`src/rtl/ro_gray_scheduler.sv`:
```
// Gray-code readout scheduler: each advance serves the channel whose gray bit toggles (channel k every 2^(k+1) cycles).
// Events wait in per-channel pending flags until their slot. All outputs are registered with one cycle latency, and there is no backpressure.
module ro_gray_scheduler #(
  parameter int N_CH = 8,
  parameter int IW   = $clog2(N_CH)
) (
  input  logic            clk_master,
  input  logic            rstb,
  input  logic            en,
  input  logic [N_CH-1:0] ch_mask,
  input  logic [N_CH-1:0] in_eve,
  input  logic [N_CH-1:0] in_pol_eve,
  input  logic            clr_overrun,
  output logic [N_CH-1:0] gray_o,
  output logic [N_CH-1:0] grant_o,
  output logic            slot_valid_o,
  output logic [IW-1:0]   slot_ch_o,
  output logic            out_eve_o,
  output logic            out_pol_eve_o,
  output logic            frame_o,
  output logic [N_CH-1:0] overrun_o
);

  localparam logic [N_CH-1:0] ONE = {{(N_CH-1){1'b0}}, 1'b1};

  logic [N_CH-1:0] b;
  logic [N_CH-1:0] b_inc;
  logic [N_CH-1:0] pend_eve;
  logic [N_CH-1:0] pend_pol;
  logic [N_CH-1:0] sel;
  logic [N_CH-1:0] serve_vec;
  logic [N_CH-1:0] ovr_set;
  logic [IW-1:0]   t;
  logic            t_found;
  logic            serve;

  assign b_inc = b + ONE;

  // Lowest zero bit of b is the gray bit that flips on this advance; all-ones wraps on the MSB.
  always_comb begin
    t       = IW'(N_CH - 1);
    t_found = 1'b0;
    for (int i = 0; i < N_CH; i++) begin
      if (!t_found && !b[i]) begin
        t       = IW'(i);
        t_found = 1'b1;
      end
    end
  end

  assign serve     = en & ch_mask[t];
  assign sel       = ONE << t;
  assign serve_vec = serve ? sel : '0;
  // The served channel's own event bypasses straight to the output, so it can never overrun.
  assign ovr_set   = in_eve & pend_eve & ~serve_vec;

  always_ff @(posedge clk_master or negedge rstb) begin
    if (!rstb) begin
      b             <= '0;
      gray_o        <= '0;
      grant_o       <= '0;
      slot_valid_o  <= 1'b0;
      slot_ch_o     <= '0;
      out_eve_o     <= 1'b0;
      out_pol_eve_o <= 1'b0;
      frame_o       <= 1'b0;
      pend_eve      <= '0;
      pend_pol      <= '0;
      overrun_o     <= '0;
    end else begin
      if (en) begin
        b       <= b_inc;
        gray_o  <= b_inc ^ (b_inc >> 1);
        frame_o <= &b;
      end else begin
        frame_o <= 1'b0;
      end

      if (serve) begin
        grant_o       <= sel;
        slot_valid_o  <= 1'b1;
        slot_ch_o     <= t;
        out_eve_o     <= pend_eve[t] | in_eve[t];
        out_pol_eve_o <= pend_pol[t] | (in_eve[t] & in_pol_eve[t]);
      end else begin
        grant_o       <= '0;
        slot_valid_o  <= 1'b0;
        slot_ch_o     <= '0;
        out_eve_o     <= 1'b0;
        out_pol_eve_o <= 1'b0;
      end

      pend_eve  <= (pend_eve | in_eve) & ~serve_vec;
      pend_pol  <= (pend_pol | (in_eve & in_pol_eve)) & ~serve_vec;
      overrun_o <= (overrun_o & ~{N_CH{clr_overrun}}) | ovr_set;
    end
  end

endmodule

```
`config.mk`:
```
export PLATFORM = sky130hd
export DESIGN_NAME = ro_gray_scheduler
export DESIGN_NICKNAME = d
export VERILOG_FILES = /design/src/rtl/ro_gray_scheduler.sv
export SDC_FILE = /design/constraint.sdc
export NUM_CORES = 1
export LEC_CHECK = 0
export BUFFER_PORTS_ARGS = -buffer_cell sky130_fd_sc_hd__buf_2
export CAP_MARGIN = 20
export CORE_AREA = 2 2 88 65
export DETAILED_ROUTE_END_ITERATION = 12
export DIE_AREA = 0 0 90 67
export PLACE_DENSITY = 0.78
export SKIP_LAST_GASP = 1
export SLEW_MARGIN = 20
export SYNTH_ARGS = -nofsm -noshare
export SYNTH_HDL_FRONTEND = slang
export SYNTH_SLANG_ARGS = --single-unit
```
`constraint.sdc`:
```
create_clock -name clk_master -period 3.7 [get_ports clk_master]
set_clock_uncertainty 0.2 [all_clocks]
set_input_delay 0.185 -clock clk_master [delete_from_list [all_inputs] [get_ports clk_master]]
set_output_delay 0.185 -clock clk_master [all_outputs]
set_load 0.005 [all_outputs]
```
==> results of run 1 <==
[where the power goes]
part	total [W]	switching [W]	internal (W)
Combinational	0.00135	0.000744	0.000605
Clock	0.000397	0.000195	0.000203
Sequential	0.000928	0.000163	0.000765
[worst reg2reg max path, cell delays in order, from the launching register on]
cell and delay, ns:
dfrtp_1 0.49, ha_1 0.40, nor3_2 0.09, a41o_1 0.25, o31ai_4 0.47, buf_4 0.26
mux2i_1 0.18, nor2_1 0.05, a221o_1 0.31, a211oi_1 0.30, a311oi_1 0.09
[through the flow]
step                       util  power, W  cells  cell area, um2  setup WS [ns]
after detailed placement  0.591   0.00225    369            3030          0.500
after global routing      0.646   0.00286    394            3310          0.250
after global placement    0.591   0.00221    369            3030          0.620
after floorplan               -   0.00197    249            2720          0.990
after CTS                 0.646   0.00267    394            3310          0.480
final                     0.646   0.00267    394            3310          0.476
[per-layer routing]
metal  wire length (um)  GRT usage
met1               2940      0.307
met2               2810      0.338
met3                415     0.0520
met4                147      0.104
met5                  0          0
[cells in the final DEF, fill, tap and decap left out, types with 4 or more instances in the layout]
cell type | netlist | final
nand3_1 | 5 | 5
inv_1 | 6 | 6
buf_2 | 0 | 58
mux2_2 | 5 | 5
dfrtp_1 | 54 | 54
nor2_1 | 37 | 37
xnor2_1 | 16 | 16
nand2_1 | 18 | 18
clkbuf_8 | 0 | 5
a21oi_1 | 19 | 19
mux2i_1 | 7 | 7
and2_1 | 5 | 5
o2bb2ai_1 | 6 | 6
dlygate4sd3_1 | 0 | 17
and3_1 | 4 | 4
nand4_1 | 4 | 4
[cells by family (layout without fill, tap and decap cells)]
kind of cell | Yosys count | in the layout
buf+inv | 19 | 92
simple gates | 83 | 83
compound gates | 59 | 59
xor+xnor | 19 | 19
flops | 54 | 54
fa+ha+maj | 3 | 3
mux | 12 | 12
[worst paths after layout]
path | start | end | slack [ns] | cells after the start
worst max-delay path | b[0] | out_eve_o | 0.48 | 10
worst min-delay path | in_pol_eve[6] | pend_pol[6] | 0.01 | 3
worst max register to register | b[0] | out_eve_o | 0.48 | 10
worst min register to register | overrun_o[5] | overrun_o[5] | 0.29 | 1
max in group asynchronous | rstb | out_pol_eve_o | 2.29 | 3
min in group asynchronous | rstb | overrun_o[7] | 0.25 | 2
[sequential cells by signal, summed over array words and instances (netlist names)]
name and cells:
overrun_o 8, gray_o 8, slot_valid_o 1, out_pol_eve_o 1, pend_eve 8, pend_pol 8, frame_o 1, grant_o 8
out_eve_o 1, b 7, slot_ch_o 3
[final cells by class]
cell class,instances,area (um2),area share
sequential,54,1350,0.408
timing repair buffer,77,475,0.144
multi-input combinational,176,1250,0.379
clock buffer,5,68.8,0.0208
tap,72,90.1,0.0272
inverter,7,26.3,0.00794
clock inverter,3,43.8,0.0132
==> flow_summary.ini, run 1 <==
[sta]
min_period_over_period = 0.871
tightest_slew_ns = 0.769
holdWs_ns = 0.0140
maxSlewViolCount = 0
period_minus_slack_ns = 3.22
fmax_mhz = 310
maxSlewHeadroom = 0.482
setup_viol = 0
rsz0062_at_grt = no
finalSetupTns_ns = 0
hold_violations = 0

[cts]
clockBufferDepth = 2
cts_setup_buffers = 0
clk_pin_slew_ns = 0.10
clock_sinks = 54
h-tree-depth = 2
cts-root-buf = clkbuf_8
cts_tree = done
cts_buffers = 5
cts-resized-gates = 0
hold_buffers = 17
clk_latency_ns = 0.31

[yosys]
synthMuxAreaShare = 0.0465
synth_cells = 249
yosys.area.top_type_share = 0.497
async_reset_ff_frac = 1.00
synth_nets = 280
synthTopCellsByCount = dfrtp_1, nor2_1, a21oi_1, nand2_1, xnor2_1
ys.flop_type = dfrtp_1
synth-adder-area-share = 0.0138
netlist_area_um2 = 2720
yosysWarnings = 0
synth_top_family_by_area = compound AO/OA/AOI/OAI gates
yosysUniqueCellTypes = 58
synth.most_common_cell = dfrtp_1
synth_area_leaders = dfrtp_1, xnor2_1, nor2_1
syn_avg_cell_area_um2 = 10.9
synth_edf_count = 0
synth_seq_cells = 54
synth_xor_area_frac = 0.0612
yosysSeqAreaShare = 0.497
synth-simple-area-share = 0.145
synth_compound_area_frac = 0.194
synth_top_area_cell = dfrtp_1

[pwr]
p_leak_nw = 1.50
peakVddDrop_mv = 0.303
power.density_nw_per_um2 = 808

[routing]
via_per_inst = 5.48
drtAntennaViolNets = 0
wl_per_cell_um = 16.0
wl_um = 6310
dr.pass1.iters = 4
drc_errors = 0
vias = 2159
drtIter0Drc = 153

[run_status]
status = complete, no violations

[final_layout]
n_fill_cell = 420
antennaDiodeCount = 0
num-nets-final = 352
synthToLayoutAreaGrowth_pct = 21.6
drive_gt1_frac = 0.289

[setup_path]
crit_buf_inv = 1
worst_setup_path_start_kind = flop
cp.required_ns = 3.68
critical_path_class = reg -> reg
slowest_delay_ns = 0.49
endpoint_kind = flop
crit_chain = ha_1 > nor3_2 > a41o_1 > o31ai_4 > buf_4 > mux2i_1 > nor2_1 > a221o_1 > a211oi_1 > a311oi_1
crit_path_max_fanout = 9
slowest_stage = dfrtp_1
critPathTopFamily = compound AO/OA/AOI/OAI gates
cp.arrival_ns = 3.20

[die]
dieHeight_um = 67
fp.dieW_um = 90
rows = 22
ios = 59
die_area_um2 = 6030
core-area_um2 = 5120
floorplan.initialDensity = 0.531

[placement]
portBuffers = 58
dpl.hpwl_um = 4410
gp_congestion = 0.923

[global_routing]
grt_pass1_wl_um = 10200
gr-total-overflow = 0
antenna_found_initial = 0
grtUsageTotal = 0.223
grt_max_degree = 32
grt_pass1_vias = 2132

[worst_hold_path]
hp-class = in -> reg

[flow_run]
maxCapViolations = 0
(Power assumes the default switching activity.)
==> run 2, diff against run 1 <==
--- a/config.mk
+++ b/config.mk
@@ -7,11 +7,10 @@
 export LEC_CHECK = 0
 export BUFFER_PORTS_ARGS = -buffer_cell sky130_fd_sc_hd__buf_2
 export CAP_MARGIN = 20
-export CORE_AREA = 2 2 88 65
+export CORE_AREA = 2 2 85 63
 export DETAILED_ROUTE_END_ITERATION = 12
-export DIE_AREA = 0 0 90 67
-export PLACE_DENSITY = 0.78
-export SKIP_LAST_GASP = 1
+export DIE_AREA = 0 0 87 65
+export PLACE_DENSITY = 0.82
 export SLEW_MARGIN = 20
 export SYNTH_ARGS = -nofsm -noshare
 export SYNTH_HDL_FRONTEND = slang
==> constraint.sdc (replaced) <==
create_clock -name clk_master -period 3.72 [get_ports clk_master]
set_clock_uncertainty 0.2 [all_clocks]
set_input_delay 0.186 -clock clk_master [delete_from_list [all_inputs] [get_ports clk_master]]
set_output_delay 0.186 -clock clk_master [all_outputs]
set_load 0.005 [all_outputs]
==> run 2 against run 1 <==
Net effect: die area is 6.2% lower; sequential power hardly changed; cell area is 0.87% higher; clock power is 3% higher; critical path type unchanged.
==> flow_summary.ini, run 2 (synthesis gave the netlist of run 1 again) <==
[routing]
wl_um = 6310
drtAntennaViolNets = 0
via_per_inst = 5.73
drtIter0Drc = 250
dr.pass1.iters = 4
drc_errors = 0
wl_per_cell_um = 16.3
vias = 2211

[die]
core-area_um2 = 4930
die_area_um2 = 5660
floorplan.initialDensity = 0.552
rows = 22
fp.dieW_um = 87
ios = 59
dieHeight_um = 65

[cts]
clockBufferDepth = 2
clock_sinks = 54
h-tree-depth = 2
cts-resized-gates = 0
cts_setup_buffers = 0
clk_pin_slew_ns = 0.11
cts-root-buf = clkbuf_8
cts_tree = done
cts_buffers = 5
clk_latency_ns = 0.31

[placement]
portBuffers = 58
dpl.hpwl_um = 4370
placed_area_um2 = 3010
gp_congestion = 0.881

[final_layout]
num-nets-final = 356
multi_input_area_um2 = 1250
ff_latch_area_um2 = 1350
antennaDiodeCount = 0
design_area_um2 = 3340
synthToLayoutAreaGrowth_pct = 22.7
drive_gt1_frac = 0.285
final_util = 0.677
final_common_cell = buf_2
n_fill_cell = 345
layout_common_cells = buf_2, dfrtp_1, nor2_1

[sta]
rsz0062_at_grt = no
maxSlewViolCount = 0
maxSlewHeadroom = 0.529
hold_violations = 0
period_minus_slack_ns = 3.19
tightest_slew_ns = 0.699
finalSetupTns_ns = 0
setup_viol = 0
min_period_over_period = 0.858
fmax_mhz = 313

[global_routing]
grtUsageTotal = 0.236
grt_max_degree = 29
antenna_found_initial = 0
grt_pass1_wl_um = 10200
grt_pass1_vias = 2023
gr-total-overflow = 0

[pwr]
p_comb_frac = 0.506
sw_frac_of_total = 0.414
pwr-share-clk = 0.151
power.density_nw_per_um2 = 810
intPower_w = 0.00158
power_frac_seq = 0.344
p_leak_nw = 1.52
peakVddDrop_mv = 0.292
p_sw_w = 0.00112

[setup_path]
cp.arrival_ns = 3.17
critical_path_class = reg -> reg
endpoint_kind = flop
crit_path_max_fanout = 9
worst_setup_path_start_kind = flop
cp.required_ns = 3.70

[flow_run]
maxCapViolations = 0

[worst_hold_path]
hp-class = in -> reg

[run_status]
status = complete, no violations
## run 2: cell count changes in the layout (fill, tap and decap cells not counted), sizes merged
cell | previous run | this run
dlygate4sd3 | 17 | 21
## run 2: routing by layer
metal | GRT usage | vias to the layer above | wire [um]
li1 | - | 1042 | -
met1 | 0.344 | 1065 | 3010
met2 | 0.346 | 91 | 2740
met3 | 0.0611 | 13 | 459
met4 | 0.0684 | 0 | 108
met5 | 0 | - | 0
## run 2: area by class of cell
cell class	instances	share of cell area
Inverter	7	0.00787
Clock inverter	3	0.0142
Multi-Input combinational cell	176	0.375
Tap cell	60	0.0225
Timing Repair Buffer	81	0.154
Sequential cell	54	0.405
Clock buffer	5	0.0206
## run 2: power by group through the flow
stage / combinational [W] / sequential, W / clock, W
floorplan: 0.00109 / 0.000870 / 0
global placement: 0.00127 / 0.000924 / 0
detailed placement: 0.00129 / 0.000932 / 0
CTS: 0.00134 / 0.000922 / 0.000415
global route: 0.00149 / 0.000950 / 0.000438
finish: 0.00137 / 0.000928 / 0.000407
## run 2: repair_timing
item                                    CTS  global route
hold endpoints to repair                 49             0
endpoints found under the setup margin    0             0
hold buffers                             21             0
## run 2: stage by stage
| stage | worst slack (ns) | hold slack [ns] | total power, W | std cells |
|---|---|---|---|---|
| after floorplan | 1.01 | -0.310 | 0.00196 | 249 |
| after global placement | 0.694 | 0.0204 | 0.00220 | 357 |
| after detailed placement | 0.586 | 0.0258 | 0.00222 | 357 |
| after CTS | 0.562 | 0.00697 | 0.00268 | 386 |
| after global routing | 0.375 | 0.0274 | 0.00288 | 386 |
| final | 0.529 | 0.0107 | 0.00270 | 386 |
## run 2: final timing paths
path                                 to  cells after the start  slack, ns           from
min in group asynchronous     gray_o[1]                      2       0.20           rstb
hold reg to reg            overrun_o[4]                      1       0.29   overrun_o[4]
setup / recovery              out_eve_o                     10       0.53           b[0]
max in group asynchronous   pend_pol[2]                      3       2.35           rstb
hold / removal              pend_pol[6]                      3       0.01  in_pol_eve[6]
setup reg to reg              out_eve_o                     10       0.53           b[0]
## run 2: worst max-delay path: stages (launching register included)
cell,delay (ns)
dfrtp_1,0.49
ha_1,0.41
nor3_2,0.09
a41o_1,0.25
o31ai_4,0.47
buf_4,0.26
mux2i_1,0.19
nor2_1,0.06
a221o_1,0.30
a211oi_1,0.25
a311oi_1,0.09
==> run 3, diff against run 2 <==
--- a/config.mk
+++ b/config.mk
@@ -11,6 +11,7 @@
 export DETAILED_ROUTE_END_ITERATION = 12
 export DIE_AREA = 0 0 87 65
 export PLACE_DENSITY = 0.82
+export REMOVE_ABC_BUFFERS = 1
 export SLEW_MARGIN = 20
 export SYNTH_ARGS = -nofsm -noshare
 export SYNTH_HDL_FRONTEND = slang
==> run 3 against run 2 <==
Net effect: combinational power about the same; final cell count fell by 0.26%; clock power shrank 16%; power decreased by 3.6%; routed wire length decreased by 2.9%; via count shrank 2.3%; non-clock buffer count shrank 1; clock-buffer cell count grew 1; critical endpoint unchanged; worst setup slack improved by 0.051 ns; sequential share of layout area rose by 0.38 points; sequential power decreased by 0.6%; cell area down 0.94%.
==> flow_summary.ini, run 3 (synthesis gave the netlist of run 1 again) <==
[cts]
clk_pin_slew_ns = 0.09
cts_buffers = 5
clock_sinks = 54
clockBufferDepth = 2
cts_tree = done
cts-root-buf = clkbuf_8
h-tree-depth = 2
cts-resized-gates = 0
clk_latency_ns = 0.31

[run_status]
status = complete, no violations

[routing]
drtIter0Drc = 220
wl_um = 6130
vias = 2160
drtAntennaViolNets = 0
dr.pass1.iters = 4
via_per_inst = 5.61
wl_per_cell_um = 15.9
drc_errors = 0

[placement]
gp_congestion = 0.930
dpl.hpwl_um = 4410
portBuffers = 58

[global_routing]
antenna_found_initial = 0
grtUsageTotal = 0.234
gr-total-overflow = 0
grt_pass1_wl_um = 10100
grt_max_degree = 30
grt_pass1_vias = 2017

[setup_path]
endpoint_kind = flop
slowest_stage = dfrtp_1
r2r_end = out_eve_o
r2r-start = b[0]
crit_chain = ha_1 > nor3_2 > a41o_1 > o31ai_4 > buf_4 > and3_1 > a21oi_2 > o221a_4 > nor2_2 > a311oi_1
crit_path_max_fanout = 9
critical_path_class = reg -> reg
reg2reg_depth = 10
slowest_delay_ns = 0.49
r2r_slack_ns = 0.58
crit_buf_inv = 1
critPathTopFamily = compound AO/OA/AOI/OAI gates
cp.required_ns = 3.70
cp.arrival_ns = 3.12
worst_setup_path_start_kind = flop

[die]
rows = 22
floorplan.initialDensity = 0.552
core-area_um2 = 4930
ios = 59
fp.dieW_um = 87
die_area_um2 = 5660
dieHeight_um = 65

[flow_run]
maxCapViolations = 0

[worst_hold_path]
min_path_cells = 3
hp-class = in -> reg
hp-start = in_pol_eve[6]
holdPathEnd = pend_pol[6]

[pwr]
p_leak_nw = 1.50
power.density_nw_per_um2 = 788
peakVddDrop_mv = 0.400

[sta]
maxSlewViolCount = 0
fmax_mhz = 319
tightest_slew_ns = 0.689
maxSlewHeadroom = 0.536
hold_violations = 0
rsz0062_at_grt = no
finalSetupTns_ns = 0
holdWs_ns = 0.0445
min_period_over_period = 0.844
setup_viol = 0
period_minus_slack_ns = 3.14

[final_layout]
layout_common_cells = buf_2, dfrtp_1, nor2_1
n_fill_cell = 368
num-nets-final = 355
synthToLayoutAreaGrowth_pct = 21.5
antennaDiodeCount = 0
drive_gt1_frac = 0.286
final_common_cell = buf_2
==> run 3: tightest hold or removal path, cell delays in order <==
cell and delay (ns):
buf_2 0.11, a21o_1 0.11, and2_1 0.12
==> run 3: final cells by class <==
cell class                 count  area [um2]  area share
sequential                    54        1350       0.409
tap                           60        75.1      0.0227
timing repair buffer          80         505       0.153
multi-input combinational    176        1250       0.379
inverter                       7        26.3     0.00795
clock buffer                   6        82.6      0.0250
clock inverter                 2        12.5     0.00379
==> run 3: repair_timing <==
action / CTS / global route
endpoints found under the hold margin: 48 / 0
setup buffers: 0 / 0
hold buffers: 20 / 0
==> run 3: how the worst max path moves through the flow <==
stage | to | depth (start not counted) | from | slack, ns
6_report | out_eve_o | 10 | b[0] | 0.58
5_1_grt | out_pol_eve_o | 10 | b[0] | 0.38
4_1_cts | out_eve_o | 9 | b[0] | 0.60
3_5_place_dp | out_eve_o | 9 | b[0] | 0.61
3_3_place_gp | out_eve_o | 9 | b[0] | 0.71
2_1_floorplan | overrun_o[6] | 8 | b[0] | 0.81
==> run 3: layer usage <==
| metal | global-route usage | routed length (um) | share of wire | vias to the layer above |
|---|---|---|---|---|
| met5 | 0 | 0 | 0 | - |
| met4 | 0.0410 | 54 | 0.0088 | 0 |
| met3 | 0.0662 | 394 | 0.064 | 6 |
| met2 | 0.336 | 2800 | 0.46 | 78 |
| met1 | 0.355 | 2880 | 0.47 | 1049 |
| li1 | - | - | - | 1027 |
==> run 3: through the flow <==
stage | utilization | total power (W) | cell area, um2 | instances | worst slack [ns]
after floorplan | - | 0.00188 | 2630 | 237 | 0.810
after global placement | 0.611 | 0.00219 | 3010 | 357 | 0.714
after detailed placement | 0.611 | 0.00223 | 3010 | 357 | 0.610
after CTS | 0.671 | 0.00260 | 3310 | 385 | 0.601
after global routing | 0.671 | 0.00279 | 3310 | 385 | 0.380
final | 0.671 | 0.00261 | 3310 | 385 | 0.580
==> run 3: power by group <==
group / internal [W] / leakage [nW] / switching (W)
Combinational: 0.000610 / 0.836 / 0.000732
Clock: 0.000150 / 0.0472 / 0.000192
Sequential: 0.000761 / 0.621 / 0.000161
Total: 0.00152 / 1.50 / 0.00108
